**src/rtl/trivium_keystream_gen.sv**
```systemverilog
// Trivium keystream producer: 288-bit cipher state, 1152-round warm-up, then LSB-first
// keystream bytes behind a valid/read handshake with a one-byte prefetch slot.
module trivium_keystream_gen #(
    parameter int          ROUNDS_PER_CLK = 8,
    parameter logic [79:0] DEFAULT_KEY    = 80'h0,
    parameter logic [79:0] DEFAULT_IV     = 80'h0
) (
    input  logic        clk,
    input  logic        rst_n,
    input  logic        load,
    input  logic [79:0] key_in,
    input  logic [79:0] iv_in,
    input  logic        keystream_read,
    output logic [7:0]  keystream_byte,
    output logic        keystream_valid,
    output logic        busy
);

    localparam logic [10:0] INIT_LAST = 11'(1152 / ROUNDS_PER_CLK - 1);
    localparam logic [10:0] BYTE_LAST = 11'(8 / ROUNDS_PER_CLK - 1);

    typedef enum logic [1:0] {INIT, GEN, STALL} state_t;

    function automatic logic [287:0] load_state(input logic [79:0] key, input logic [79:0] iv);
        logic [287:0] s;
        s          = '0;
        s[79:0]    = key;
        s[172:93]  = iv;
        s[287:285] = 3'b111;
        return s;
    endfunction

    // Returns {z, next_state}; bit 0 of the vector is s1.
    function automatic logic [288:0] trivium_round(input logic [287:0] s);
        logic t1, t2, t3, z;
        t1 = s[65] ^ s[92];
        t2 = s[161] ^ s[176];
        t3 = s[242] ^ s[287];
        z  = t1 ^ t2 ^ t3;
        t1 = t1 ^ (s[90] & s[91]) ^ s[170];
        t2 = t2 ^ (s[174] & s[175]) ^ s[263];
        t3 = t3 ^ (s[285] & s[286]) ^ s[68];
        return {z, s[286:177], t2, s[175:93], t1, s[91:0], t3};
    endfunction

    state_t        st_q, st_d;
    logic [287:0]  s_q, s_d, s_adv;
    logic [288:0]  rr;
    logic [10:0]   cnt_q, cnt_d;
    logic [7:0]    acc_q, acc_d;
    logic [7:0]    byte_q, byte_d;
    logic [7:0]    pf_q, pf_d;
    logic          pf_full_q, pf_full_d;
    logic          valid_q, valid_d;
    logic          busy_q, busy_d;
    logic [ROUNDS_PER_CLK-1:0]   chunk;
    logic [ROUNDS_PER_CLK+7:0]   cat;
    logic [7:0]    byte_w;
    logic          rd;

    always_comb begin
        s_adv = s_q;
        rr    = '0;
        chunk = '0;
        for (int r = 0; r < ROUNDS_PER_CLK; r++) begin
            rr       = trivium_round(s_adv);
            chunk[r] = rr[288];
            s_adv    = rr[287:0];
        end
        // Earliest z bits sink toward bit 0 as later chunks enter from the top.
        cat    = {chunk, acc_q};
        byte_w = cat[ROUNDS_PER_CLK +: 8];
        rd     = keystream_read & valid_q;
    end

    always_comb begin
        st_d      = st_q;
        s_d       = s_q;
        cnt_d     = cnt_q;
        acc_d     = acc_q;
        byte_d    = byte_q;
        pf_d      = pf_q;
        pf_full_d = pf_full_q;
        valid_d   = valid_q;
        busy_d    = busy_q;
        if (load) begin
            st_d      = INIT;
            s_d       = load_state(key_in, iv_in);
            cnt_d     = '0;
            busy_d    = 1'b1;
            valid_d   = 1'b0;
            pf_full_d = 1'b0;
        end else begin
            case (st_q)
                INIT: begin
                    s_d = s_adv;
                    if (cnt_q == INIT_LAST) begin
                        cnt_d  = '0;
                        busy_d = 1'b0;
                        st_d   = GEN;
                    end else begin
                        cnt_d = cnt_q + 11'd1;
                    end
                end
                GEN: begin
                    s_d   = s_adv;
                    acc_d = byte_w;
                    if (rd) valid_d = 1'b0;
                    if (cnt_q == BYTE_LAST) begin
                        cnt_d = '0;
                        if (!valid_q || rd) begin
                            byte_d  = byte_w;
                            valid_d = 1'b1;
                        end else begin
                            pf_d      = byte_w;
                            pf_full_d = 1'b1;
                            st_d      = STALL;
                        end
                    end else begin
                        cnt_d = cnt_q + 11'd1;
                    end
                end
                STALL: begin
                    // Cipher frozen; the prefetched byte replaces the consumed one on the same edge.
                    if (rd && pf_full_q) begin
                        byte_d    = pf_q;
                        pf_full_d = 1'b0;
                        st_d      = GEN;
                    end
                end
                default: st_d = INIT;
            endcase
        end
    end

    always_ff @(posedge clk or negedge rst_n) begin
        if (!rst_n) begin
            st_q      <= INIT;
            s_q       <= load_state(DEFAULT_KEY, DEFAULT_IV);
            cnt_q     <= '0;
            acc_q     <= '0;
            byte_q    <= '0;
            pf_q      <= '0;
            pf_full_q <= 1'b0;
            valid_q   <= 1'b0;
            busy_q    <= 1'b1;
        end else begin
            st_q      <= st_d;
            s_q       <= s_d;
            cnt_q     <= cnt_d;
            acc_q     <= acc_d;
            byte_q    <= byte_d;
            pf_q      <= pf_d;
            pf_full_q <= pf_full_d;
            valid_q   <= valid_d;
            busy_q    <= busy_d;
        end
    end

    assign keystream_byte  = byte_q;
    assign keystream_valid = valid_q;
    assign busy            = busy_q;

endmodule

```
**config.mk**
```make
export PLATFORM = sky130hd
export DESIGN_NAME = trivium_keystream_gen
export DESIGN_NICKNAME = d
export VERILOG_FILES = /design/src/rtl/trivium_keystream_gen.sv
export SDC_FILE = /design/constraint.sdc
export NUM_CORES = 1
export LEC_CHECK = 0
export ABC_AREA = 0
export CORE_ASPECT_RATIO = 0.75
export CORE_MARGIN = 2
export CORE_UTILIZATION = 53
export DETAILED_ROUTE_END_ITERATION = 7
export PLACE_DENSITY = 0.81
export SYNTH_ARGS = -nofsm -noshare
export SYNTH_HDL_FRONTEND = slang
export SYNTH_SLANG_ARGS = --single-unit
```
**constraint.sdc**
```tcl
create_clock -name clk -period 7 [get_ports clk]
set_clock_uncertainty 0.2 [all_clocks]
set_input_delay 1.05 -clock clk [delete_from_list [all_inputs] [get_ports clk]]
set_output_delay 1.05 -clock clk [all_outputs]
set_load 0.005 [all_outputs]
```
==> impl_metrics.yaml, run 1 <==
layout:
  antenna_cells: 0
  num-nets-final: 1801
  drive_gt1_share_pct: 4.414
  multiInputGateArea_mm2: 0.006269
  regArea_mm2: 0.008013
  fin_util_pct: 64.92
  finish.instance_area_mm2: 0.01761
  areaGrowthSynthToFinish_pct: 19.87
  fill_cells: 2086
clock_tree:
  cts_buffers: 31
  clockRootBuffer: "clkbuf_16"
  cts_tree: "yes"
  cts-resized-gates: 0
  post_cts_buffers: 0
  clockBufferDepth: 3
  clk_latency_ns: 0.56
  clkTransAtPathRegs_ns: 0.06
  cts.sinks: 320
  htreeDepth: 1
  cts_hold_buf: 0
sta:
  hold_viol: 0
  timing.fmax_mhz: 280.8
  rsz0062_at_grt: "no"
  slew_headroom_pct: 23.98
  period_needed_ns: 3.561
  slew_violations: 0
  min_period_over_period_pct: 50.88
  worst_slew_pin_slew_ns: 1.140
  tns_ns: 0
  setup_viol: 0
  whs_ns: 0.2652
setup_path:
  critPathArrivalTime_ns: 3.73
  rrSetupSlack_ns: 3.44
  worstPathMaxFanout: 63
  r2r-start: "st_q[1]$_DFFE_PN0P_"
  crit_chain: "inv_1 -> ha_1 -> or2_4 -> buf_4 -> mux2i_1 -> o21ai_0"
  r2r_end: "s_q[102]$_DFFE_PN0P_"
  crit_required_ns: 7.17
  critical-path-slowest-cell: "buf_4"
  path_class: "reg2reg"
  setup.worst_path.end_class: "flip-flop"
  worst-r2r-cell-count: 6
  start_kind: "flip-flop"
  critical-path-max-stage-delay_ns: 0.90
logic_synthesis:
  ys_warn_count: 0
  synth_cell_types: 41
  synth_ff_type: "dfrtp_1"
  synth_edf_count: 0
  synth_area_mm2: 0.01469
  ys_ff_latch: 320
  synth_cells: 1520
  async_flop_share_pct: 100.0
  syn_nets: 1689
  synth.avg_cell_area_um2: 9.667
  ys_seq_area_share_pct: 54.53
floorplanning:
  rows: 52
  fp.dieH_um: 148.2
  dieArea_mm2: 0.02909
  num_io_pins: 174
  core_area_mm2: 0.02713
  start_util_pct: 54.16
  fp.dieW_um: 196.3
grt:
  grt_pass1_vias: 10816
  grt_pass1_wl_mm: 56.34
  grt_max_degree: 190
  grt.total_usage_pct: 24.12
  antenna_found_initial: 0
  overflow: 0
routing:
  drtIter0Drc: 1032
  wirelength_mm: 34.52
  viasPerCell: 5.537
  met2_length_mm: 15.88
  vias: 11101
  ant_nets: 0
  drt_pre_antenna_iters: 5
  wire_per_inst_um: 17.22
  wl_met1_mm: 16.02
  drc_errors: 0
  top_layer: "met4"
  route.met3.wl_mm: 1.919
placement:
  io_buffer_count: 173
  dp_hpwl_mm: 22.78
  placedInstanceArea_mm2: 0.01658
  gp_congestion: 0.8206
power:
  power_mw: 4.196
  p_leak_nw: 8.275
  p_per_area_mw_per_mm2: 238.2
  ir_drop_v: 0.0002079
status:
  status: "finished clean"
hold_path:
  min_path_type: "in2async"
job:
  timing.max_cap.violations: 0
-- Yosys cell counts (2+ instances only) --
master	instances	area [µm²]
ha_1	5	62.56
and3_1	2	12.51
nand2_1	452	1697
clkbuf_1	89	334.1
xnor2_1	85	744.5
mux2i_1	161	1612
nand4_1	5	31.28
o21ai_0	178	890.9
xor2_1	13	113.9
buf_1	11	41.29
dfstp_2	4	105.1
a31oi_1	2	12.51
nor2_1	24	90.09
a21oi_1	119	595.6
buf_2	2	10.01
nor3_1	3	15.01
a211oi_1	8	60.06
inv_1	6	22.52
nand2b_1	3	18.77
nand3_1	5	25.02
dfrtp_1	316	7908
mux2_4	8	120.1
-- power by group --
part | total (mW) | internal [mW] | switching [mW] | leakage, nW
registers | 2.06 | 1.96 | 0.0948 | 4.13
logic | 0.447 | 0.217 | 0.231 | 3.63
clock network | 1.69 | 0.998 | 0.693 | 0.508
-- cell type report --
class / instances / share of cell area (%)
repair buffers: 182 / 10.41
flip-flops and latches: 320 / 45.49
clock inverters: 8 / 0.7175
inverters: 7 / 0.1492
clock buffers: 47 / 5.143
multi-input cells: 1090 / 35.59
well taps: 351 / 2.493
-- worst max path at each step --
stage                        startpoint                    to  slack [ns]
floorplan                keystream_read   st_q[0]$_DFFE_PN0P_        4.20
global placement         keystream_read   st_q[0]$_DFFE_PN0P_        3.60
detailed placement  st_q[1]$_DFFE_PN0P_  s_q[111]$_DFFE_PN0P_        3.49
CTS                 st_q[1]$_DFFE_PN0P_  s_q[102]$_DFFE_PN0P_        3.44
global route        st_q[1]$_DFFE_PN0P_  s_q[102]$_DFFE_PN0P_        3.18
finish              st_q[1]$_DFFE_PN0P_  s_q[102]$_DFFE_PN0P_        3.44
-- metal layers --
| layer | up-vias | track usage [%] |
|---|---|---|
| li1 | 5290 | - |
| met3 | 52 | 4.082 |
| met4 | 0 | 5.871 |
| met2 | 287 | 37.68 |
| met1 | 5472 | 35.47 |
| met5 | - | 0 |
-- cell usage in the layout, fill, tap and decap left out, types with 2 or more instances in the layout --
master,n
nand2_1,452
dfrtp_1,316
o21ai_0,178
clkdlybuf4s50_1,171
mux2i_1,161
a21oi_1,119
xnor2_1,85
clkbuf_16,31
nor2_1,23
xor2_1,13
clkbuf_1,9
mux2_4,8
a211oi_1,8
clkbuf_8,7
buf_4,7
inv_1,6
nand3_1,5
nand4_1,5
ha_1,5
dfstp_2,4
clkinv_2,4
nand2b_1,3
nor3_1,3
bufinv_16,3
and3_1,2
a31oi_1,2
buf_8,2
buf_12,2
-- cell families (layout without fill, tap and decap cells) --
group | count (synthesis) | in the layout | synth area share (%)
fa+ha+maj | 5 | 5 | 0.4257
xor+xnor | 98 | 98 | 5.841
buf+inv | 110 | 244 | 2.878
mux | 169 | 169 | 11.78
simple gates | 504 | 504 | 13.53
compound gates | 314 | 314 | 11.01
flops | 320 | 320 | 54.53
-- stage by stage --
step                      setup WS [ns]  std cells
final                             3.439       2005
after global routing              3.183       2005
after detailed placement          3.486       1950
after floorplan                   4.202       1520
after global placement            3.603       1950
after CTS                         3.444       2005
-- critical path, delay by kind of cell, from the launching register on --
family          cells  cell delay [ns]
compound gates      1             0.13
fa+ha+maj           1             0.44
buf+inv             2             0.98
flops               1             0.40
mux                 1             0.30
simple gates        1             0.85
-- sequential cells by signal, summed over array words and instances, names as in the netlist --
name             count
cnt_q               11
s_q                288
keystream_valid      1
keystream_byte       8
pf_full_q            1
pf_q                 8
st_q                 2
busy                 1
(Power assumes the default switching activity.)
==> run 2, diff against run 1 <==
==> constraint.sdc (replaced) <==
create_clock -name clk -period 3.5 [get_ports clk]
set_clock_uncertainty 0.2 [all_clocks]
set_input_delay 0.525 -clock clk [delete_from_list [all_inputs] [get_ports clk]]
set_output_delay 0.525 -clock clk [all_outputs]
set_load 0.005 [all_outputs]
==> run 2 against run 1 <==
Hold slack got worse by 0.11 ns. Count of clock-buffer cells in the layout decreased by 9. Sequential cell count unchanged. Register-to-register slack lost 2.8 ns. First-iteration DRC count decreased by 10%. Critical path type unchanged. Total power rose by 110%. Utilization is 1.2 points higher.
==> impl_metrics.yaml, run 2 (synthesis results as in run 1) <==
setup_path:
  rrSetupSlack_ns: 0.65
  r2r_end: "keystream_byte[3]$_DFFE_PN0P_"
  setup.worst_path.end_class: "flip-flop"
  r2r-start: "cnt_q[5]$_DFFE_PN0P_"
  start_kind: "flip-flop"
  worst-r2r-cell-count: 5
  crit_required_ns: 3.74
  worstPathMaxFanout: 8
  critPathArrivalTime_ns: 3.09
  path_class: "reg2reg"
placement:
  dp_hpwl_mm: 22.66
  placedInstanceArea_mm2: 0.01671
  gp_congestion: 0.8333
  io_buffer_count: 173
clock_tree:
  htreeDepth: 1
  cts_tree: "yes"
  clk_latency_ns: 0.56
  post_cts_buffers: 0
  clockBufferDepth: 3
  clockRootBuffer: "clkbuf_16"
  cts_buffers: 31
  clkTransAtPathRegs_ns: 0.07
  cts.sinks: 320
power:
  p_per_area_mw_per_mm2: 499.0
  intPower_mw: 6.845
  pwr-share-comb_pct: 10.1
  p_seq_share_pct: 45.9
  p_clk_share_pct: 44.0
  p_switching_mw: 2.111
  p_leak_nw: 8.429
  ir_drop_v: 0.0003774
  p_sw_share_pct: 23.57
routing:
  top_layer: "met4"
  vias: 11122
  wirelength_mm: 35.19
  wire_per_inst_um: 17.47
  viasPerCell: 5.522
  met2_length_mm: 16.23
  wl_met1_mm: 16.28
  drt_pre_antenna_iters: 5
  route.met3.wl_mm: 1.931
  ant_nets: 0
  drc_errors: 0
  drtIter0Drc: 926
floorplanning:
  core_area_mm2: 0.02713
  fp.dieW_um: 196.3
  fp.dieH_um: 148.2
  num_io_pins: 174
  rows: 52
  dieArea_mm2: 0.02909
  start_util_pct: 54.16
layout:
  drive_gt1_share_pct: 5.235
  areaGrowthSynthToFinish_pct: 22.14
  finish.instance_area_mm2: 0.01795
  layout_commonest_cell: "nand2_1"
  final_cell_mix: "nand2_1 (452), dfrtp_1 (316), o21ai_0 (178)"
  reg_top3: "s_q: 288 flops, cnt_q: 11 flops"
  multiInputGateArea_mm2: 0.006269
  fill_cells: 2039
  largest_register_ff_count: 288
  top_register: "s_q"
  num-nets-final: 1807
  regArea_mm2: 0.008013
sta:
  rsz0062_at_grt: "no"
  slew_headroom_pct: 23.46
  hold_viol: 0
  period_needed_ns: 2.852
  tns_ns: 0
  worst_slew_pin_slew_ns: 1.130
  slew_violations: 0
  setup_viol: 0
  min_period_over_period_pct: 81.47
  timing.fmax_mhz: 350.7
grt:
  grt_pass1_wl_mm: 56.66
  grt_pass1_vias: 10845
  grt_max_degree: 246
  grt.total_usage_pct: 24.20
  overflow: 0
  antenna_found_initial: 1
status:
  status: "finished clean"
job:
  timing.max_cap.violations: 0
hold_path:
  min_path_type: "in2async"
-- run 2: cell types whose count changed in the layout (fill, tap and decap cells not counted), moves of 2 or more --
cell	previous run	this run
dlygate4sd3_1	0	2
buf_4	7	3
buf_12	2	10
clkinv_2	4	7
clkbuf_1	9	1
bufinv_16	3	10
-- run 2: what timing repair did --
item                                    CTS  global route
endpoints found under the hold margin   193             0
endpoints found under the setup margin    0             0
resized for setup                         0             0
hold buffers                              2             0
-- run 2: power groups by stage --
stage | clock network, mW | registers, mW | logic (mW)
floorplan | 0 | 4.10 | 0.496
global placement | 0 | 4.16 | 0.877
detailed placement | 0 | 4.17 | 0.899
CTS | 3.98 | 4.11 | 0.912
global route | 4.15 | 4.13 | 1.01
finish | 3.94 | 4.11 | 0.904
-- run 2: metal layers --
| metal | global-route usage, % | vias up |
|---|---|---|
| met4 | 5.379 | 0 |
| met1 | 35.36 | 5470 |
| met3 | 4.218 | 63 |
| li1 | - | 5299 |
| met2 | 38.21 | 290 |
| met5 | 0 | - |
-- run 2: worst max-delay path, cell delays in order (launching register included) --
cell      delay (ns)
dfrtp_1         0.42
or4_4           0.57
nor4_4          0.31
a21boi_1        0.12
or4b_1          0.72
mux2_4          0.39
-- run 2: how the worst max path moves through the flow --
stage | slack (ns) | endpoint | from
after global routing | 0.58 | keystream_byte[3]$_DFFE_PN0P_ | cnt_q[5]$_DFFE_PN0P_
after floorplan | 0.94 | keystream_byte[0]$_DFFE_PN0P_ | cnt_q[5]$_DFFE_PN0P_
final | 0.65 | keystream_byte[3]$_DFFE_PN0P_ | cnt_q[5]$_DFFE_PN0P_
after global placement | 0.65 | st_q[0]$_DFFE_PN0P_ | keystream_read
after CTS | 0.65 | keystream_byte[3]$_DFFE_PN0P_ | cnt_q[5]$_DFFE_PN0P_
after detailed placement | 0.63 | st_q[0]$_DFFE_PN0P_ | keystream_read
-- run 2: metrics by stage --
stage / util, % / std cells / hold WS [ns] / setup slack [ns] / total power [mW]
finish: 66.15 / 2014 / 0.1571 / 0.6484 / 8.956
global route: 66.15 / 2014 / 0.1452 / 0.5809 / 9.287
CTS: 66.14 / 2013 / 0.1391 / 0.6524 / 9.000
detailed placement: 61.59 / 1954 / 0.1303 / 0.6290 / 5.067
global placement: 61.59 / 1954 / 0.1307 / 0.6454 / 5.037
floorplan: - / 1520 / 0.02941 / 0.9406 / 4.594
-- run 2: area by class of cell --
cell class                      instances  share of cell area, %
Sequential cell                       320                  44.65
Multi-Input combinational cell       1090                  34.93
Timing Repair Buffer                  188                  11.06
Clock buffer                           38                  4.803
Tap cell                              351                  2.447
Clock inverter                         19                  1.959
Inverter                                7                 0.1464
Antenna cell                            1                0.01394
